$ cat config.mk
export PLATFORM = sky130hd
export DESIGN_NAME = alu_exec_ctrl
export DESIGN_NICKNAME = d
export VERILOG_FILES = /design/src/rtl/alu_ctrl_pkg.sv /design/src/rtl/alu_flag_reg.sv /design/src/rtl/alu_exec_ctrl.sv
export SDC_FILE = /design/constraint.sdc
export NUM_CORES = 1
export LEC_CHECK = 0
export ABC_CLOCK_PERIOD_IN_PS = 5250
export BUFFER_PORTS_ARGS = -buffer_cell sky130_fd_sc_hd__buf_2
export CAP_MARGIN = 10
export CORE_UTILIZATION = 50
export CTS_CLUSTER_DIAMETER = 60
export CTS_CLUSTER_SIZE = 16
export DETAILED_ROUTE_END_ITERATION = 12
export GPL_TIMING_DRIVEN = 0
export PLACE_DENSITY = 0.83
export RECOVER_POWER = 100
export SLEW_MARGIN = 20
export SYNTH_ARGS = -nofsm -noshare
export SYNTH_HDL_FRONTEND = slang
export SYNTH_SLANG_ARGS = --single-unit
$ cat constraint.sdc
create_clock -name clk -period 5.25 [get_ports clk]
set_input_delay 0.2625 -clock clk [delete_from_list [all_inputs] [get_ports clk]]
set_output_delay 0.2625 -clock clk [all_outputs]
set_load 0.03 [all_outputs]
$ cat src/rtl/alu_ctrl_pkg.sv
// ---------------------------------------------------------------------------
// alu_ctrl_pkg
// Shared types and helpers for the ALU execute-stage sequencer:
//   opcode_t  - the 16 instruction opcodes (bits [15:12] of the instruction)
//   state_t   - sequencer states
//   FLAG_*    - bit positions inside the 3-bit flag register
//   sets_zvn  - opcode updates Z, N and V
//   sets_z    - opcode updates Z only (N and V retained)
// ---------------------------------------------------------------------------
package alu_ctrl_pkg;

  typedef enum logic [3:0] {
    OP_ADD    = 4'h0,
    OP_SUB    = 4'h1,
    OP_XOR    = 4'h2,
    OP_RED    = 4'h3,
    OP_SLL    = 4'h4,
    OP_SRA    = 4'h5,
    OP_ROR    = 4'h6,
    OP_PADDSB = 4'h7,
    OP_LW     = 4'h8,
    OP_SW     = 4'h9,
    OP_LHB    = 4'hA,
    OP_LLB    = 4'hB,
    OP_B      = 4'hC,
    OP_BR     = 4'hD,
    OP_PCS    = 4'hE,
    OP_HLT    = 4'hF
  } opcode_t;

  typedef enum logic [1:0] {
    IDLE  = 2'd0,
    ISSUE = 2'd1,
    DONE  = 2'd2,
    HALT  = 2'd3
  } state_t;

  localparam int FLAG_V = 2;
  localparam int FLAG_N = 1;
  localparam int FLAG_Z = 0;

  // Highest opcode that is executed on the ALU (LW/SW use the adder).
  localparam logic [3:0] LAST_ALU_OP = 4'h9;

  function automatic logic sets_zvn(input opcode_t op);
    case (op)
      OP_ADD, OP_SUB: sets_zvn = 1'b1;
      default:        sets_zvn = 1'b0;
    endcase
  endfunction

  function automatic logic sets_z(input opcode_t op);
    case (op)
      OP_XOR, OP_SLL, OP_SRA, OP_ROR: sets_z = 1'b1;
      default:                        sets_z = 1'b0;
    endcase
  endfunction

endpackage

$ cat src/rtl/alu_flag_reg.sv
// ---------------------------------------------------------------------------
// alu_flag_reg
// Architectural V/N/Z flag register. Updated only when i_en is high, using
// the opcode class to decide which flags change.
// Ports:
//   clk, rst_n  - clock, async active-low reset (flags clear to 3'b000)
//   i_en        - capture enable (ALU result valid this edge)
//   i_opcode    - original (un-remapped) opcode of the operation
//   i_result    - ALU result
//   i_ovfl      - ALU adder overflow, only meaningful for ADD/SUB
//   o_flags     - [2]=V, [1]=N, [0]=Z
// ---------------------------------------------------------------------------
module alu_flag_reg
  import alu_ctrl_pkg::*;
(
  input  logic          clk,
  input  logic          rst_n,
  input  logic          i_en,
  input  opcode_t       i_opcode,
  input  logic [15:0]   i_result,
  input  logic          i_ovfl,
  output logic [2:0]    o_flags
);

  logic [2:0] r_flags;
  logic       w_zero;

  assign w_zero  = ~|i_result;
  assign o_flags = r_flags;

  // Flag register: ADD/SUB load all three, logic/shift ops load Z only.
  always_ff @(posedge clk or negedge rst_n) begin
    if (!rst_n) begin
      r_flags <= 3'b000;
    end else if (i_en) begin
      if (sets_zvn(i_opcode)) begin
        r_flags[FLAG_Z] <= w_zero;
        r_flags[FLAG_N] <= i_result[15];
        r_flags[FLAG_V] <= i_ovfl;
      end else if (sets_z(i_opcode)) begin
        r_flags[FLAG_Z] <= w_zero;
      end
    end
  end

endmodule

$ cat src/rtl/alu_exec_ctrl.sv
// ---------------------------------------------------------------------------
// alu_exec_ctrl
// Multi-cycle execute-stage sequencer for the 16-bit ALU. Accepts one
// operation on the request channel, holds the ALU inputs for ALU_LAT cycles,
// captures the result and flags, then offers it on the response channel.
// Branch/immediate opcodes return an error response; HLT halts until reset.
// Ports:
//   clk, rst_n                      - clock, async active-low reset
//   req_valid/req_ready             - request handshake
//   req_opcode/req_op1/req_op2      - operation to execute
//   rsp_valid/rsp_ready             - response handshake
//   rsp_result/rsp_err              - captured result, error flag
//   alu_opcode/alu_op1/alu_op2      - registered ALU inputs
//   alu_result/alu_ovfl             - ALU outputs
//   flags                           - [2]=V, [1]=N, [0]=Z
//   halted                          - HLT executed
// ---------------------------------------------------------------------------
module alu_exec_ctrl
  import alu_ctrl_pkg::*;
#(
  parameter int ALU_LAT = 1
) (
  input  logic        clk,
  input  logic        rst_n,
  input  logic        req_valid,
  output logic        req_ready,
  input  logic [3:0]  req_opcode,
  input  logic [15:0] req_op1,
  input  logic [15:0] req_op2,
  output logic        rsp_valid,
  input  logic        rsp_ready,
  output logic [15:0] rsp_result,
  output logic        rsp_err,
  output logic [3:0]  alu_opcode,
  output logic [15:0] alu_op1,
  output logic [15:0] alu_op2,
  input  logic [15:0] alu_result,
  input  logic        alu_ovfl,
  output logic [2:0]  flags,
  output logic        halted
);

  localparam logic [2:0] CNT_INIT = 3'(ALU_LAT - 1);

  state_t      r_state;
  logic [2:0]  r_cnt;
  opcode_t     r_opcode;
  logic [3:0]  r_alu_opcode;
  logic [15:0] r_alu_op1;
  logic [15:0] r_alu_op2;
  logic [15:0] r_rsp_result;
  logic        r_rsp_err;
  logic        w_capture;

  // Last ISSUE cycle: the ALU output is sampled at this edge.
  assign w_capture = (r_state == ISSUE) && (r_cnt == 3'd0);

  // Handshake/status outputs are pure decodes of the state register.
  assign req_ready  = (r_state == IDLE);
  assign rsp_valid  = (r_state == DONE);
  assign halted     = (r_state == HALT);
  assign rsp_result = r_rsp_result;
  assign rsp_err    = r_rsp_err;
  assign alu_opcode = r_alu_opcode;
  assign alu_op1    = r_alu_op1;
  assign alu_op2    = r_alu_op2;

  // Sequencer FSM with its datapath registers.
  always_ff @(posedge clk or negedge rst_n) begin
    if (!rst_n) begin
      r_state      <= IDLE;
      r_cnt        <= 3'd0;
      r_opcode     <= OP_ADD;
      r_alu_opcode <= 4'h0;
      r_alu_op1    <= 16'h0000;
      r_alu_op2    <= 16'h0000;
      r_rsp_result <= 16'h0000;
      r_rsp_err    <= 1'b0;
    end else begin
      case (r_state)
        IDLE: begin
          if (req_valid) begin
            r_opcode <= opcode_t'(req_opcode);
            if (req_opcode <= LAST_ALU_OP) begin
              // LW/SW only need the address add from the ALU.
              r_alu_opcode <= (req_opcode >= 4'h8) ? 4'h0 : req_opcode;
              r_alu_op1    <= req_op1;
              r_alu_op2    <= req_op2;
              r_cnt        <= CNT_INIT;
              r_state      <= ISSUE;
            end else if (req_opcode == 4'hF) begin
              r_state <= HALT;
            end else begin
              // Not executable here: answer immediately, ALU inputs untouched.
              r_rsp_result <= 16'h0000;
              r_rsp_err    <= 1'b1;
              r_state      <= DONE;
            end
          end
        end
        ISSUE: begin
          if (w_capture) begin
            r_rsp_result <= alu_result;
            r_rsp_err    <= 1'b0;
            r_state      <= DONE;
          end else begin
            r_cnt <= r_cnt - 3'd1;
          end
        end
        DONE: begin
          if (rsp_ready) begin
            r_state <= IDLE;
          end
        end
        HALT: begin
          r_state <= HALT;
        end
        default: begin
          r_state <= IDLE;
        end
      endcase
    end
  end

  alu_flag_reg u_flag_reg (
    .clk      (clk),
    .rst_n    (rst_n),
    .i_en     (w_capture),
    .i_opcode (r_opcode),
    .i_result (alu_result),
    .i_ovfl   (alu_ovfl),
    .o_flags  (flags)
  );

endmodule

==> out/summary.md <==
## Status
• outcome: finished clean

## Timing
• slew at the pin closest to its max-slew limit: 1.06 ns
• count of endpoints failing hold in the final timing report: 0
• TNS Setup: 0 ns
• min cycle time layout: 2.52 ns
• setup repair after global routing missed its margin: no
• Max-slew headroom: 29.2%
• final count of pins violating max slew: 0
• Peak Freq: 397 MHz
• Post-Route Hold Slack: 0.143 ns
• final setup violating endpoints: 0
• post-route clock skew: 0.00686 ns
• fin crit share: 48.0%

## Clocking
• Post-CTS Setup Inserts: 0
• TritonCTS sink count: 65
• clock buffer depth: 2
• clock network latency to the later pin of the worst-skew pair: 0.33 ns
• TritonCTS Buffers: 9
• H-tree depth: 3
• post-CTS clock slew at the launch and capture registers of the worst setup and hold paths: 0.07 ns
• TritonCTS clock tree: built
• root buf cell: clkbuf_8

## Synth
• Syn Area/Cell: 14.2 µm²
• most used standard cell by instance count after synthesis: dfrtp_1
• leading register cell type out of synthesis: dfrtp_1
• netlist area before placement: 2820 µm²
• Post-Synthesis Cells: 198
• top cells by count, synth: dfrtp_1 (65), mux2_4 (28), nand2_1 (18)
• register area share after synthesis: 57.8%
• async set or reset register ratio after synthesis: 100%
• number of enable flip-flop cells after synthesis: 0
• cells taking the most area after synthesis: dfrtp_1 (58%), mux2_4 (15%), o2bb2ai_1 (5.3%)
• yosys warns: 0
• biggest area consumer among synthesized cells: dfrtp_1
• top-area cell type share of the netlist area: 57.8%
• Yosys cell types: 34
• synthesis-stage register bit count: 65
• Synthesized Nets: 257

## GRT
• vias in the first global route: 2,049
• global-route met2 utilization: 35.9%
• met3 GRT Util: 6.07%
• remaining global-route overflow: 0
• antenna violations before repair: 0
• overall fraction of global-route tracks in use: 21.8%
• busiest layer in global routing: met2
• global-route track usage on met1: 27.3%
• maximum number of pins on one net before global-route repair: 60
• first-pass GRT wire length: 9.91 mm

## Worst setup path
• critical path data arrival time: 2.73 ns
• Critical Path Sink Type: register
• path type of the worst setup path: register to register
• largest fanout on the critical path: 10
• worst reg2reg path startpoint: r_state[0]$_DFFE_PN0P_
• setup slack of the worst register-to-register path: 2.73 ns
• type of origin of the critical path: register
• critical path launch point: r_state[0]$_DFFE_PN0P_
• required time of the worst setup path: 5.46 ns

## Routing
• via total after detailed routing: 2,051
• count of antenna-violating nets left after detailed routing: 0
• routed wire length: 5.89 mm
• initial drt markers: 98
• drt pass-1 iters: 4
• average wire length per cell after detail routing: 14.7 µm
• number of vias per cell after detailed routing: 5.13
• DRC violations left: 0

## Placement
• final estimated routing congestion in global placement: 0.717
• post-detail-place hpwl: 4.41 mm
• total of buffers placed on input and output ports: 115

## Flow run
• reported max-cap violation count: 0

## Floorplan
• Die ar.: 5930 µm²
• die height: 77.0 µm
• Initial Util: 53.4%
• core area: 5270 µm²
• count of standard-cell rows: 26
• Ports: 116
• die width: 77.0 µm

## Power
• Worst VDD drop: 0.344 mV
• static leakage: 1.60 nW
• pwr/cell area: 662 nW/µm²

## Cells and area
• layout overhead on the synthesized area: 23.8%
• count of antenna diodes in the layout: 0
• Post-layout nets: 385
• ratio of cells with drive above 1 in the final layout: 27.0%

## Worst hold path
• source of the worst hold timing path: req_op1[11]
• hold crit path type: primary input to register

==> through the flow <==
| step | std cells | setup slack, ns | area (µm²) | utilization, % | power, mW |
|---|---|---|---|---|---|
| finish | 400 | 2.73 | 3480 | 66.1 | 2.31 |
| global route | 400 | 2.54 | 3480 | 66.1 | 2.45 |
| CTS | 400 | 3.24 | 3710 | 70.5 | 2.50 |
| detailed placement | 384 | 3.22 | 3510 | 66.6 | 2.08 |
| global placement | 383 | 3.30 | 3480 | 66.0 | 2.04 |
| floorplan | 198 | 3.48 | 2820 | - | 1.73 |
==> final timing paths <==
path | end | cells after the start
setup / recovery | alu_op2[8]$_DFFE_PN0P_ | 5
hold / removal | alu_op1[11]$_DFFE_PN0P_ | 2
setup reg to reg | alu_op2[8]$_DFFE_PN0P_ | 5
hold reg to reg | rsp_err$_DFFE_PN0P_ | 1
max in group asynchronous | r_cnt[0]$_DFFE_PN0P_ | 3
min in group asynchronous | alu_op2[15]$_DFFE_PN0P_ | 2
==> cell type report <==
class / instances / area [µm²]
fill: 486 / 1790
sequential: 65 / 1630
multi-input combinational: 119 / 975
timing repair buffer: 117 / 539
clock buffer: 12 / 155
tap: 70 / 87.6
buffer: 10 / 46.3
clock inverter: 3 / 40.0
inverter: 4 / 15.0
==> metal layers <==
layer / up-vias / share of wire, %
li1: 973 / -
met1: 988 / 42
met2: 83 / 49
met3: 7 / 6.6
met4: 0 / 1.5
met5: - / 0
==> registers in the layout, summed over array words and instances, names as in the netlist <==
| signal | count |
|---|---|
| rsp_result | 16 |
| alu_op1 | 16 |
| r_state | 2 |
| r_opcode | 4 |
| u_flag_reg.o_flags | 3 |
| alu_op2 | 16 |
| rsp_err | 1 |
| alu_opcode | 4 |
| r_cnt | 3 |
==> worst max-delay path, stage by stage, from the launching register on <==
cell	delay [ns]
dfrtp_1	0.36
clkbuf_1	0.23
nor3b_1	0.91
nand2_4	0.17
clkbuf_1	0.32
mux2_1	0.40
==> power breakdown <==
group | internal [mW] | switching, mW
logic | 0.301 | 0.733
clock network | 0.241 | 0.176
registers | 0.732 | 0.123
total | 1.27 | 1.03
==> cell families (layout without fill, tap and decap cells) <==
| logic type | count (synthesis) | count (layout) | share of synthesized area, % |
|---|---|---|---|
| adders and majority gates | 2 | 2 | 0.889 |
| muxes | 38 | 38 | 18.9 |
| buffers and inverters | 14 | 146 | 3.42 |
| AOI/OAI and AO/OA | 38 | 38 | 9.87 |
| and+or+nand+nor | 41 | 41 | 9.11 |
| DFF | 65 | 65 | 57.8 |
==> timing repair <==
action / CTS / global route
hold buffers: 1 / 0
gates resized for setup: 0 / 0
endpoints found under the hold margin: 46 / 0
==> layout by cell type, fill, tap and decap left out, types with 2 or more instances in the layout <==
master	count
nor3_1	2
inv_1	4
ha_1	2
a21o_1	2
mux2_4	2
o2bb2ai_1	17
mux2_2	10
dfrtp_1	65
nor2_1	4
mux2_1	26
clkbuf_1	68
nor4_1	4
o21ai_0	3
clkinv_2	2
nand2_1	18
buf_2	57
a21oi_1	8
o22ai_1	2
clkbuf_8	11
(Power assumes the default switching activity.)
